<file path="src/rtl/fetch_unit.sv">
// rtl/fetch_unit.sv - instruction fetch stage: PC, imem addressing, IF/ID register
module fetch_unit #(
  parameter logic [31:0] RESET_PC  = 32'h0000_0000,
  parameter int          IMEM_AW   = 6,
  parameter logic [31:0] HALT_WORD = 32'hFFFF_FFFF
) (
  input  logic               clk,
  input  logic               reset,
  input  logic               stall,
  input  logic               flush,
  input  logic               redirect,
  input  logic [31:0]        redirect_pc,
  output logic [IMEM_AW-1:0] imem_a,
  input  logic [31:0]        imem_rd,
  output logic [31:0]        pc,
  output logic [31:0]        instr_d,
  output logic [31:0]        pcplus4_d,
  output logic               valid_d,
  output logic               halted,
  output logic               fault
);

  typedef enum logic [1:0] {BOOT, RUN, HALT} state_t;

  localparam logic [31:0] LAST_PC = (32'd4 << IMEM_AW) - 32'd4;

  state_t      state, state_n;
  logic [31:0] pc_n, instr_n, pcplus4_n;
  logic        valid_n, halted_n, fault_n;
  logic        at_end, at_end_n;
  logic [31:0] pc_plus4;
  logic        redirect_bad;
  logic        at_last;

  assign imem_a       = pc[IMEM_AW+1:2];
  assign pc_plus4     = pc + 32'd4;
  assign at_last      = (pc == LAST_PC);
  assign redirect_bad = (|redirect_pc[1:0]) || (|redirect_pc[31:IMEM_AW+2]);

  always_ff @(posedge clk or posedge reset) begin
    if (reset) begin
      state     <= BOOT;
      pc        <= RESET_PC;
      instr_d   <= 32'd0;
      pcplus4_d <= 32'd0;
      valid_d   <= 1'b0;
      halted    <= 1'b0;
      fault     <= 1'b0;
      at_end    <= 1'b0;
    end else begin
      state     <= state_n;
      pc        <= pc_n;
      instr_d   <= instr_n;
      pcplus4_d <= pcplus4_n;
      valid_d   <= valid_n;
      halted    <= halted_n;
      fault     <= fault_n;
      at_end    <= at_end_n;
    end
  end

  always_comb begin
    state_n   = state;
    pc_n      = pc;
    instr_n   = instr_d;
    pcplus4_n = pcplus4_d;
    valid_n   = valid_d;
    halted_n  = halted;
    fault_n   = fault;
    at_end_n  = at_end;

    case (state)
      BOOT: begin
        state_n = RUN;
        valid_n = 1'b0;
      end
      RUN: begin
        if (redirect) begin
          if (redirect_bad) begin
            state_n  = HALT;
            halted_n = 1'b1;
            fault_n  = 1'b1;
            valid_n  = 1'b0;
            instr_n  = 32'd0;
          end else begin
            pc_n     = redirect_pc;
            instr_n  = 32'd0;
            valid_n  = 1'b0;
            at_end_n = 1'b0;
          end
        end else if (stall) begin
          if (flush) begin
            instr_n = 32'd0;
            valid_n = 1'b0;
          end
        end else if (at_end || (flush && at_last)) begin
          // the sequential successor of the last word does not exist
          state_n  = HALT;
          halted_n = 1'b1;
          fault_n  = 1'b1;
          valid_n  = 1'b0;
          instr_n  = 32'd0;
        end else if (flush) begin
          pc_n    = pc_plus4;
          instr_n = 32'd0;
          valid_n = 1'b0;
        end else if (imem_rd == HALT_WORD) begin
          state_n  = HALT;
          halted_n = 1'b1;
          valid_n  = 1'b0;
          instr_n  = 32'd0;
        end else begin
          instr_n   = imem_rd;
          pcplus4_n = pc_plus4;
          valid_n   = 1'b1;
          // at the last word pc parks there and faults on the next fetch
          if (at_last) at_end_n = 1'b1;
          else         pc_n     = pc_plus4;
        end
      end
      HALT: begin
        valid_n  = 1'b0;
        halted_n = 1'b1;
      end
      default: begin
        state_n = BOOT;
      end
    endcase
  end

endmodule

</file>
<file path="config.mk">
export PLATFORM = sky130hd
export DESIGN_NAME = fetch_unit
export DESIGN_NICKNAME = d
export VERILOG_FILES = /design/src/rtl/fetch_unit.sv
export SDC_FILE = /design/constraint.sdc
export NUM_CORES = 1
export LEC_CHECK = 0
export CORE_AREA = 2 2 142 130
export CTS_BUF_LIST = sky130_fd_sc_hd__clkbuf_16
export DETAILED_ROUTE_END_ITERATION = 10
export DIE_AREA = 0 0 144 132
export SLEW_MARGIN = 40
export SYNTH_ARGS = -nofsm -noshare
export SYNTH_HDL_FRONTEND = slang
export SYNTH_SLANG_ARGS = --single-unit
</file>
<file path="constraint.sdc">
create_clock -name clk -period 6.65 [get_ports clk]
set_clock_uncertainty 0.15 [all_clocks]
set_input_delay 1.6625 -clock clk [delete_from_list [all_inputs] [get_ports clk]]
set_output_delay 1.6625 -clock clk [all_outputs]
set_load 0.05 [all_outputs]
</file>
# Word level (Yosys, flattened, before mapping)
# Cells that the tools add are included.
# word_totals
inputBits	69
out_inout_bits	105
wordCells	96
romBits	0
latch_bits	0
memories	0
mem_bits_rw	0
ff_bits	102
# op_classes
n_reduce_logical	19
magnitude_cmp	0
n_div	0
bitwise_logic	6
mux	44
n_addsub	1
n_eq_ne	18
n_mul	0
n_shift	0
# op_table
cell	n
$mux W32	13
$add A32 B3 Y32 const B	1
$eq A32 B32 Y1 const B	1
$eq A32 B8 Y1 const B	1
$reduce_or A24 Y1	1
$mux W1	22
$mux W2	6
$ne A3 B3 Y1 const B	4
$ne A4 B4 Y1 const B	3
$reduce_and A6 Y1	2
$reduce_and A5 Y1	2
$reduce_bool A2 Y1	4
$reduce_and A7 Y1	1
$ne A2 B1 Y1 const B	3
$ne A2 B2 Y1 const B	3
$not A1 Y1	6
$pmux W2 S3	1
$pmux W1 S2	2
$reduce_and A2 Y1	2
$reduce_and A4 Y1	1
$reduce_or A2 Y1	2
$ne A3 B1 Y1 const B	1
$eq A2 B1 Y1 const B	1
$eq A2 B2 Y1 const B	1
3 further kinds	4

# Depth between registers and ports, before layout
# logic_depth
depth_word	7
depth_mapped	8
depth_no_buf	7

# Worst setup path after synthesis
# Ideal clock, no wire load.
# synth_timing
path_type	input to register
start	in redirect_pc[23]
end	reg pc[2]
cell_stages	7
setup_time_ns	0.150
required_ns	6.350
arrival_time_ns	3.481
path_buffers	1
setup_slack_ns	2.870
cell_sequence	or4_1 -> or4_4 -> nor3_4 -> a21oi_2 -> buf_6 -> o31ai_4 -> o31ai_2
# synth_via
elab_chain_len	4
# synth_lines
element	line	text
start: declaration	12	input logic [31:0] redirect_pc,
$reduce_or A24 Y1	38	assign redirect_bad = (|redirect_pc[1:0]) || (|redirect_pc[31:IMEM_AW+2]);
$logic_or A1 B1 Y1	38	
$ne A2 B2 Y1 (no source line)	n/a	
$reduce_and A6 Y1 (no source line)	n/a	
end signal: assignment	52	pc <= pc_n;
end: declaration	15	output logic [31:0] pc,
# Every way passes these cells.
# A chain may end at the register's enable or synchronous reset.

# Final worst setup path
# layout_timing
start	in imem_rd[4]
end	reg pcplus4_d[22]
# layout_via
elab_chain_len	3
# layout_lines
element	line	text
start: declaration	14	input logic [31:0] imem_rd,
$eq A32 B32 Y1	107	end else if (imem_rd == HALT_WORD) begin
$not A1 Y1 (no source line)	n/a	
$reduce_and A6 Y1 (no source line)	n/a	
end signal: assignment	54	pcplus4_d <= pcplus4_n;
end: declaration	17	output logic [31:0] pcplus4_d,
# Every way passes these cells.

==> out/qor.yml <==
status: "complete, no violations"
endpoint_kind: "flop"
io_pins: 174
rsz0062_at_grt: "no"
antenna_cells: 0
synth-edff-count: 0
cts_tree: "yes"
path_cells: "clkdlybuf4s50_1 -> nand4_1 -> nor4_1 -> nand2_1 -> and4_2 -> buf_4 -> nor2_1 -> a21oi_1"
fin_area_um2: 7300
min_period_ps: 4309
grt_max_degree: 73
synth_top_cell_by_area: "dfrtp_1"
crit_required_ps: 6700
numCtsBuffers: 9
clkLatencyLatePin_ps: 360
maxCapViolations: 0
setup-violations-final: 0
critical_path_buf_inv_count: 2
routed_wirelength_um: 16630
rrSetupSlack_ps: 3430
max_freq_mhz: 232.1
cts_setup_buffers: 0
maxSlewViolCount: 0
port_buffers: 173
clk_path_buf_depth: 2
vias_per_cell: 5.178
synth_cells: 525
cts_hold_buf: 0
ys_top_cells_by_area: "dfrtp_1 (49%), a22o_1 (5.6%), a21oi_1 (4.8%)"
drive_gt1_frac: 0.07670
fin_crit_sh: 0.6480
final_nets: 743
crit_fanout: 57
synth_nets: 595
dp_hpwl_um: 12080
overflow: 0
ys_types: 55
hold_path_depth: 1
start_util: 0.2963
synth-seq-cells: 102
area_growth_pct: 41.26
startpoint_type: "primary input"
num_vias: 4753
slew_headroom: 0.4945
reg2reg_to: "pc[20]$_DFFE_PP0P_"
routabilityCongestion: 0.8550
antenna_found_initial: 0
syn-cell-area_um2: 5167
firstDrtPassIters: 5
crit_family: "simple AND/OR/NAND/NOR gates"
hold_class: "reg -> reg"
die_area_um2: 19010
placementRows: 46
avgSynthCellArea_um2: 9.843
yosysWarnings: 0
ctsResizeCount: 0
die_w_um: 144
drc: 0
reg2reg_from: "pc[2]$_DFFE_PP0P_"
p_leak_nw: 2.883
avgRoutedWirePerCell_um: 18.12
core_um2: 17440
setup_tns_ps: 0
ant_nets: 0
vdd_drop_max_mv: 0.2694
synthFlopType: "dfrtp_1"
numClockSinks: 102
path_clk_slew_ps: 60
cts_max_level: 3
power_density_nw_per_um2: 463.1
grt_pass1_vias: 4786
rr_worst_depth: 7
worstSetupPathType: "in -> reg"
synth-async-reset-ratio: 1.000
arrival_ps: 4360
min_from: "halted$_DFFE_PP0P_"
drtIter0Drc: 349
cp_slowest_stage_delay_ps: 680
hold_viol: 0
grt_pass1_wl_um: 26200
placed_cell_area_um2: 7023
track_usage: 0.1755
slowest_stage: "nor4_1"
min_to: "halted$_DFFE_PP0P_"
synth_top_area_share: 0.4939
tightestPinTransition_ps: 751.3
power_mw: 3.380
ys_seq_area_frac: 0.4939
root_buffer: "clkbuf_16"
die_h_um: 132
-- final cells by class --
type / instances / area (µm²)
multi-input combinational: 375 / 2382
tap: 240 / 300.3
clock inverter: 7 / 42.54
inverter: 8 / 35.03
timing repair buffer: 177 / 1762
sequential: 102 / 2552
clock buffer: 9 / 225.2
fill: 1708 / 10140
-- where the power goes --
part	switching, mW	internal, mW	total, mW
clock	0.243	0.252	0.495
combinational	1.23	0.612	1.84
sequential	0.226	0.821	1.05
total	1.70	1.68	3.38
-- sequential cells by signal (all words and copies together), names as in the netlist --
| name | flops |
|---|---|
| at_end | 1 |
| fault | 1 |
| halted | 1 |
| instr_d | 32 |
| pc | 32 |
| pcplus4_d | 32 |
| state | 2 |
| valid_d | 1 |
-- worst reg2reg max path, stage by stage (launching register included) --
cell     delay (ps)
dfrtp_1         550
ha_1            350
and4_1          310
nand2_1         200
or4_4           530
a21oi_4         480
nor2_4          200
a221o_1         330
-- layout by cell type, fill, tap and decap left out, types with 2 or more instances in the layout --
cell type | synthesis | final
clkdlybuf4s50_1 | 0 | 173
dfrtp_1 | 102 | 102
a21oi_1 | 50 | 50
nor2_1 | 42 | 42
nand2_1 | 38 | 37
a22o_1 | 33 | 33
a31oi_1 | 27 | 27
nand3_1 | 20 | 20
o21ai_0 | 19 | 19
nand4_1 | 16 | 16
xnor2_1 | 14 | 14
nor4_1 | 12 | 12
xor2_1 | 11 | 11
clkbuf_16 | 0 | 9
and3_1 | 8 | 8
inv_1 | 7 | 7
o31ai_1 | 7 | 7
o31ai_2 | 7 | 7
or3_1 | 5 | 5
nor3_1 | 5 | 5
or2_2 | 5 | 5
and2_1 | 5 | 5
and4_1 | 5 | 4
nand2b_1 | 4 | 4
o21ai_1 | 4 | 4
mux2i_1 | 4 | 4
mux2_2 | 4 | 4
buf_4 | 10 | 4
nor2b_1 | 3 | 3
o22ai_1 | 3 | 3
a21o_2 | 1 | 2
or4_4 | 2 | 2
a31o_1 | 2 | 2
clkinv_2 | 0 | 2
clkinv_4 | 0 | 2
-- through the flow --
stage / utilization / cells / setup WS [ps] / hold slack, ps
after floorplan: - / 525 / 2162 / 294.9
after global placement: 0.4024 / 902 / 2006 / 305.8
after detailed placement: 0.4027 / 902 / 1925 / 314.1
after CTS: 0.4181 / 918 / 2309 / 329.4
after global routing: 0.4186 / 918 / 2114 / 345.7
final: 0.4186 / 918 / 2341 / 326.1
-- worst max-delay path by stage --
stage | from | end | cells past startpoint
finish | imem_rd[4] | pcplus4_d[22]$_DFFE_PP0P_ | 8
detailed placement | imem_rd[19] | instr_d[18]$_DFFE_PP0P_ | 7
floorplan | reset | at_end$_DFFE_PP0P_ | 1
CTS | imem_rd[19] | instr_d[18]$_DFFE_PP0P_ | 7
global route | imem_rd[19] | pcplus4_d[21]$_DFFE_PP0P_ | 8
global placement | imem_rd[18] | instr_d[28]$_DFFE_PP0P_ | 7
-- synthesized netlist by cell type, drive strengths merged, types with 12 or more instances --
cell type and number:
a21oi 51, a22o 33, a31oi 27, buf 19, clkbuf 21, dfrtp 102
nand2 39, nand3 21, nand4 16, nor2 43, nor4 12, o21ai 23
o31ai 15, xnor2 14
-- logic make-up (layout without fill, tap and decap cells) --
group,count (synthesis),count (layout),synth area share
simple gates,178,178,0.1823
mux,8,8,0.01646
xor+xnor,25,25,0.04237
compound gates,163,163,0.2150
fa+ha+maj,1,1,0.002421
flops,102,102,0.4939
buf+inv,48,201,0.04746
-- routing by layer --
| metal | track usage | share of wire | wire, µm |
|---|---|---|---|
| met2 | 0.2807 | 0.46 | 7575 |
| met3 | 0.06102 | 0.082 | 1370 |
| met5 | 0 | 0 | 0 |
| met1 | 0.2342 | 0.45 | 7527 |
| met4 | 0.02778 | 0.0093 | 155 |
No activity file was read; power rests on OpenSTA's default activity.
